### config.mk
export PLATFORM = sky130hd
export DESIGN_NAME = seg7_scan_capture
export DESIGN_NICKNAME = d
export VERILOG_FILES = /design/src/rtl/seg7_scan_capture.sv
export SDC_FILE = /design/constraint.sdc
export NUM_CORES = 1
export LEC_CHECK = 0
export BUFFER_PORTS_ARGS = -buffer_cell sky130_fd_sc_hd__buf_2
export CORE_ASPECT_RATIO = 0.6
export CORE_UTILIZATION = 45
export DETAILED_ROUTE_END_ITERATION = 10
export PLACE_DENSITY = 0.7
export SLEW_MARGIN = 20
export SYNTH_ARGS = -nofsm -noshare
export SYNTH_HDL_FRONTEND = slang
export SYNTH_SLANG_ARGS = --single-unit
### constraint.sdc
create_clock -name clk -period 2.8 [get_ports clk]
set_input_delay 0.56 -clock clk [delete_from_list [all_inputs] [get_ports clk]]
set_output_delay 0.56 -clock clk [all_outputs]
set_load 0.02 [all_outputs]
### src/rtl/seg7_scan_capture.sv
// Receive side of the six-digit multiplexed 7-segment bus: settles, decodes and reassembles HH:MM:SS frames.
// Build option: define CAPTURE_DPT_EN to capture per-digit decimal points into dpt_mask.
module seg7_scan_capture #(
    parameter int SETTLE_CYC = 4
) (
    input  logic       clk,
    input  logic       reset,
    input  logic [2:0] scan_sel,
    input  logic [6:0] scan_seg,
    input  logic       scan_dpt,
    output logic [3:0] digit5,
    output logic [3:0] digit4,
    output logic [3:0] digit3,
    output logic [3:0] digit2,
    output logic [3:0] digit1,
    output logic [3:0] digit0,
    output logic [5:0] dpt_mask,
    output logic       frame_valid,
    output logic       frame_done,
    output logic       time_valid,
    output logic       seg_err,
    output logic       seq_err
);

    // state   | meaning
    // EXP_S5  | waiting for sel 5 (seconds units), start of a frame
    // EXP_S4  | seconds units held, waiting for sel 4
    // EXP_S3  | waiting for sel 3
    // EXP_S2  | waiting for sel 2
    // EXP_S1  | waiting for sel 1
    // EXP_S0  | waiting for sel 0; a match completes the frame
    typedef enum logic [2:0] {
        EXP_S0 = 3'd0,
        EXP_S1 = 3'd1,
        EXP_S2 = 3'd2,
        EXP_S3 = 3'd3,
        EXP_S4 = 3'd4,
        EXP_S5 = 3'd5
    } exp_t;

    if (SETTLE_CYC < 2 || SETTLE_CYC > 15) begin : g_settle_range
        $error("SETTLE_CYC must be within 2..15");
    end

`ifdef CAPTURE_DPT_EN
    localparam int IW = 11;
    logic [IW-1:0] in_d;
    assign in_d = {scan_sel, scan_seg, scan_dpt};
`else
    localparam int IW = 10;
    logic [IW-1:0] in_d;
    logic          unused_dpt;
    assign in_d       = {scan_sel, scan_seg};
    assign unused_dpt = scan_dpt;
`endif

    logic [IW-1:0] in_q;
    logic [IW-1:0] in_prev;
    logic [IW-1:0] cap_data;
    logic [3:0]    cnt;
    logic          changed;
    logic          cap;
    logic          cap_q;

    logic [2:0]    cap_sel;
    logic [6:0]    cap_seg;
    logic [3:0]    dec_digit;
    logic          dec_bad;

    exp_t          state_q;
    exp_t          state_d;
    logic          sh_we;
    logic [2:0]    sh_idx;
    logic          frame_load;
    logic          seq_err_d;

    logic [3:0]    sh_dig [5];

    function automatic logic [4:0] seg_decode(input logic [6:0] seg);
        case (seg)
            7'b1111110: return 5'h00;
            7'b0110000: return 5'h01;
            7'b1101101: return 5'h02;
            7'b1111001: return 5'h03;
            7'b0110011: return 5'h04;
            7'b1011011: return 5'h05;
            7'b1011111: return 5'h06;
            7'b1110000: return 5'h07;
            7'b1111111: return 5'h08;
            7'b1111011: return 5'h09;
            default:    return 5'h1F;
        endcase
    endfunction

    function automatic logic time_legal(input logic [3:0] h1, input logic [3:0] h0,
                                        input logic [3:0] m1, input logic [3:0] m0,
                                        input logic [3:0] s1, input logic [3:0] s0);
        logic hrs_ok;
        hrs_ok = (h1 < 4'd2 && h0 <= 4'd9) || (h1 == 4'd2 && h0 <= 4'd3);
        return hrs_ok && (m1 <= 4'd5) && (m0 <= 4'd9) && (s1 <= 4'd5) && (s0 <= 4'd9);
    endfunction

    assign changed = (in_q != in_prev);
    // The counter reaches SETTLE_CYC-1 on the edge after it reads SETTLE_CYC-2 with the bus unchanged.
    assign cap     = !changed && (cnt == 4'(SETTLE_CYC - 2));

    always_ff @(posedge clk or posedge reset) begin
        if (reset) begin
            in_q     <= '0;
            in_prev  <= '0;
            cnt      <= '0;
            cap_q    <= 1'b0;
            cap_data <= '0;
        end else begin
            in_q    <= in_d;
            in_prev <= in_q;
            cap_q   <= cap;
            if (changed) begin
                cnt <= '0;
            end else if (cnt != 4'(SETTLE_CYC)) begin
                cnt <= cnt + 4'd1;
            end
            if (cap) begin
                cap_data <= in_q;
            end
        end
    end

    assign cap_sel = cap_data[IW-1 -: 3];
    assign cap_seg = cap_data[IW-4 -: 7];
    assign {dec_bad, dec_digit} = seg_decode(cap_seg);

    always_ff @(posedge clk or posedge reset) begin
        if (reset) begin
            state_q <= EXP_S5;
        end else begin
            state_q <= state_d;
        end
    end

    always_comb begin
        state_d    = state_q;
        sh_we      = 1'b0;
        sh_idx     = 3'd0;
        frame_load = 1'b0;
        seq_err_d  = 1'b0;
        if (cap_q) begin
            if (cap_sel > 3'd5) begin
                seq_err_d = 1'b1;
                state_d   = EXP_S5;
            end else if (cap_sel == state_q) begin
                sh_we  = 1'b1;
                sh_idx = 3'd5 - cap_sel;
                if (cap_sel == 3'd0) begin
                    frame_load = 1'b1;
                    state_d    = EXP_S5;
                end else begin
                    state_d = exp_t'(cap_sel - 3'd1);
                end
            end else begin
                seq_err_d = 1'b1;
                // A stray seconds-units digit is taken as the start of a fresh frame.
                if (cap_sel == 3'd5) begin
                    sh_we   = 1'b1;
                    sh_idx  = 3'd0;
                    state_d = EXP_S4;
                end else begin
                    state_d = EXP_S5;
                end
            end
        end
    end

    // Hours tens never lands in the shadow; it goes straight to digit5 on frame completion.
    always_ff @(posedge clk or posedge reset) begin
        if (reset) begin
            for (int i = 0; i < 5; i++) begin
                sh_dig[i] <= '0;
            end
        end else if (sh_we && sh_idx < 3'd5) begin
            sh_dig[sh_idx] <= dec_digit;
        end
    end

    always_ff @(posedge clk or posedge reset) begin
        if (reset) begin
            digit5      <= '0;
            digit4      <= '0;
            digit3      <= '0;
            digit2      <= '0;
            digit1      <= '0;
            digit0      <= '0;
            frame_valid <= 1'b0;
            frame_done  <= 1'b0;
            time_valid  <= 1'b0;
            seg_err     <= 1'b0;
            seq_err     <= 1'b0;
        end else begin
            frame_done <= frame_load;
            seg_err    <= cap_q && dec_bad;
            seq_err    <= seq_err_d;
            if (frame_load) begin
                digit5      <= dec_digit;
                digit4      <= sh_dig[4];
                digit3      <= sh_dig[3];
                digit2      <= sh_dig[2];
                digit1      <= sh_dig[1];
                digit0      <= sh_dig[0];
                frame_valid <= 1'b1;
                time_valid  <= time_legal(dec_digit, sh_dig[4], sh_dig[3],
                                          sh_dig[2], sh_dig[1], sh_dig[0]);
            end
        end
    end

`ifdef CAPTURE_DPT_EN
    logic       cap_dpt;
    logic [4:0] sh_dpt;

    assign cap_dpt = cap_data[0];

    always_ff @(posedge clk or posedge reset) begin
        if (reset) begin
            sh_dpt <= '0;
        end else if (sh_we && sh_idx < 3'd5) begin
            sh_dpt[sh_idx] <= cap_dpt;
        end
    end

    always_ff @(posedge clk or posedge reset) begin
        if (reset) begin
            dpt_mask <= '0;
        end else if (frame_load) begin
            dpt_mask <= {cap_dpt, sh_dpt};
        end
    end
`else
    assign dpt_mask = 6'b000000;
`endif

endmodule
==> impl_results.md <==
- CTS root buffer: clkbuf_16
- Commonest non-fill, non-tap cells in the layout: dfrtp_1, mux2_2, buf_2
- Post-route minimum period: 2455 ps
- Top cell type's share of synthesized area: 58.46%
- # diodes: 0
- HPWL after DPL: ~4500 um
- Power density over cell area: between 600 and 700 nW/um2
- Cts repair resizes: 0
- Die Ht: 71.65 um
- Number of antenna violations at the first check in global routing: 0
- Busiest grt layer: met1
- Crit-path cells: xor2_1, nor4_1, nand4_1, or4b_4, mux2_2
- Asr flop ratio synth: between 90% and 100%
- Crit Path Category: register to register
- Post-route DRC: 0
- Fill cell instance count of the final layout: ~600
- GRT met3 Usage: about 6.7%
- Sw Share: between 15 and 20%
- Synth warn: 0
- Largest net degree at the start of global routing: between 60 and 70
- Status: finished clean
- Hold Violations, Final: 0
- Final wirelength: between 6000 and 7000 um
- Top_reg_cell synth: dfrtp_1
- Routability congestion estimate: about 0.8
- CTS tree: built
- Commonest non-fill, non-tap cell in the layout: dfrtp_1
- Layout cells sized above 1: 37.46%
- Routing usage on met2: between 20% and 30%
- Crit Path Max Fanout: 11
- Crit start category: register
- Initial DRC Count: about 210
- Comb pwr share: under 10%
- Cell Rows: 24
- Cts-stage hold buffer count: 0
- Worst endpoint required time: slightly above 3000 ps
- First-pass GRT wire length: approximately 11,000 um
- Clock sinks: 87
- Antenna Nets Post-Route: 0
- Post-Synthesis Cells: 275
- Final worst path period share: 87.69%
- Final setup violation count: 0
- H-tree depth: 3
- R2R Setup Slk: 340 ps
- Fmax: just over 0.4 GHz
- FF+latch count, synth: 87
- NumNets Final: roughly 340
- Met1 usage: 25.71%
- WL/cell: about 15 um
- Total Routing Usage GR: between 15 and 20%
- Vias in the first global route: about 2,100
- Seq pwr share: 49.2%
- Clock buffer count from CTS: 9
- P_sw: just over 0.0005 W
- Worst vdd ir: approximately 0.32 mV
- Worst path max stage delay: approximately 700 ps
- Worst hold-check path type: primary input to async pin
- Seq/Total Area, Yosys: ~60%
- Area leader, netlist: dfrtp_1
- Pins Over Slew Limit: 0
- WP data arrival: 2680 ps
- Distinct cells, synth: 45
- Worst Tran Pin Value: 858.2 ps
- Ports: 48
- RSZ-0062 raised after global routing: false
- CP delay by family, top: simple AND/OR/NAND/NOR gates
- Hold_ws: roughly 270 ps
- Synth top area cells: dfrtp_1, mux2_2, xor2_1
- Layout area overhead: 17.09%
- PnR Total Power: roughly 0.0026 W
- CORE AREA: 7537 um2
- Avg Cell Area, Syn: 13.23 um2
- Post-Syn Area: roughly 3600 um2
- Slowest CP cell: or4b_4
- CP endpoint kind: register
- Via density per instance: ~5.3
- Leakage: 2.143 nW
- Pint: approximately 0.0021 W
- Die X: roughly 120 um
- Worst-path clk slew: 60 ps
- Max Clock Skew: 5.579 ps
- Buffers on Ports: 40
- Longest Clk Path Bufs: 2
- Clock latency on the worst-skew pair: between 300 and 400 ps
- TNS Setup: 0 ps
- Vias: approximately 2,200
- CP Buf/Inv Count: 0
- Post-CTS Setup Inserts: 0
- Slew HR: between 40 and 50%
- First drt pass iteration count: 4
- Total Die Area: between 8000 and 9000 um2
- GRT overflow: 0
- Max Cap Viol: 0
- Initial Util: 48.27%
- Clock Power Share: between 40% and 50%
- Post-synth EDFFs: 0
-- worst register-to-register path, delay by kind of cell, from the launching register on --
| family | cells | cell delay (ps) |
|---|---|---|
| xor+xnor | 1 | 180 |
| flops | 1 | 400 |
| simple gates | 3 | 1460 |
| mux | 1 | 320 |
-- synthesized netlist by cell type, drive strengths merged, types with 2 or more instances --
cell / number
inv: 10
and3: 2
nand3b: 2
nor4: 3
nand3: 6
nand2b: 3
dfrtp: 85
o211ai: 2
o21ai: 8
or4: 2
xor2: 9
a31oi: 2
o22ai: 2
and2: 2
clkbuf: 7
nor2b: 2
mux2: 54
buf: 9
or4b: 3
nor3: 3
ha: 6
dfstp: 2
nand2: 9
or3: 2
a21oi: 7
nor2: 11
xnor2: 6
nand4: 3
-- routing by layer --
metal | up-vias | share of wire [%]
met2 | 59 | 41
li1 | 1052 | -
met1 | 1124 | 52
met5 | - | 0
met3 | 12 | 5.3
met4 | 0 | 1.5
-- worst paths after layout --
| kind | to | cells past startpoint | startpoint |
|---|---|---|---|
| max in group asynchronous | state_q[0]$_DFFE_PP1P_ | 3 | reset |
| min reg2reg | in_prev[9]$_DFF_PP0_ | 0 | in_q[9]$_DFF_PP0_ |
| min | digit5[3]$_DFFE_PP0P_ | 2 | reset |
| max | cap_data[8]$_DFFE_PP0P_ | 5 | in_q[9]$_DFF_PP0_ |
| max reg2reg | cap_data[8]$_DFFE_PP0P_ | 5 | in_q[9]$_DFF_PP0_ |
| min in group clk | in_q[0]$_DFF_PP0_ | 1 | scan_seg[0] |
-- cell families after synthesis --
group                    synth area share, %
flip-flops                             59.90
multiplexers                           16.99
AND/OR/NAND/NOR                        8.391
AO/OA/AOI/OAI                          5.365
buffers and inverters                  3.576
XOR/XNOR                               3.611
adder cells (fa/ha/maj)                2.063
other                                 0.1031
-- area by class of cell --
cell class / instances / area, um2 / area share [%]
clock inverters: 5 / 81.33 / 1.909
flip-flops and latches: 87 / 2180 / 51.16
multi-input cells: 167 / 1350 / 31.69
well taps: 104 / 130.1 / 3.054
repair buffers: 43 / 235.2 / 5.521
inverters: 10 / 41.29 / 0.9692
clock buffers: 11 / 242.7 / 5.698
-- per-stage QoR --
| step | setup WS (ps) | instances | utilization, % | instance area (um2) |
|---|---|---|---|---|
| after floorplan | 632.5 | 280 | - | 3661 |
| after global placement | 381.3 | 411 | 52.22 | 3936 |
| after detailed placement | 350.7 | 411 | 52.22 | 3936 |
| after CTS | 326.5 | 427 | 56.52 | 4260 |
| after global routing | 214.4 | 427 | 56.52 | 4260 |
| final | 344.7 | 427 | 56.52 | 4260 |
-- state kept, by name (all words and copies together), names as in the netlist, 3 cells and up --
signal,count
in_prev,10
digit0,4
cnt,4
sh_dig,20
state_q,3
digit4,4
digit5,4
digit2,4
in_q,10
cap_data,10
digit1,4
digit3,4
-- power groups by stage --
stage	clock network, W	logic, W	registers (W)
6_report	0.00127	0.0000543	0.00128
5_1_grt	0.00135	0.0000616	0.00128
4_1_cts	0.00130	0.0000566	0.00128
3_5_place_dp	0	0.0000563	0.00131
3_3_place_gp	0	0.0000557	0.00130
2_1_floorplan	0	0.0000425	0.00130
Note: power is estimated with default switching activity, not from simulation.
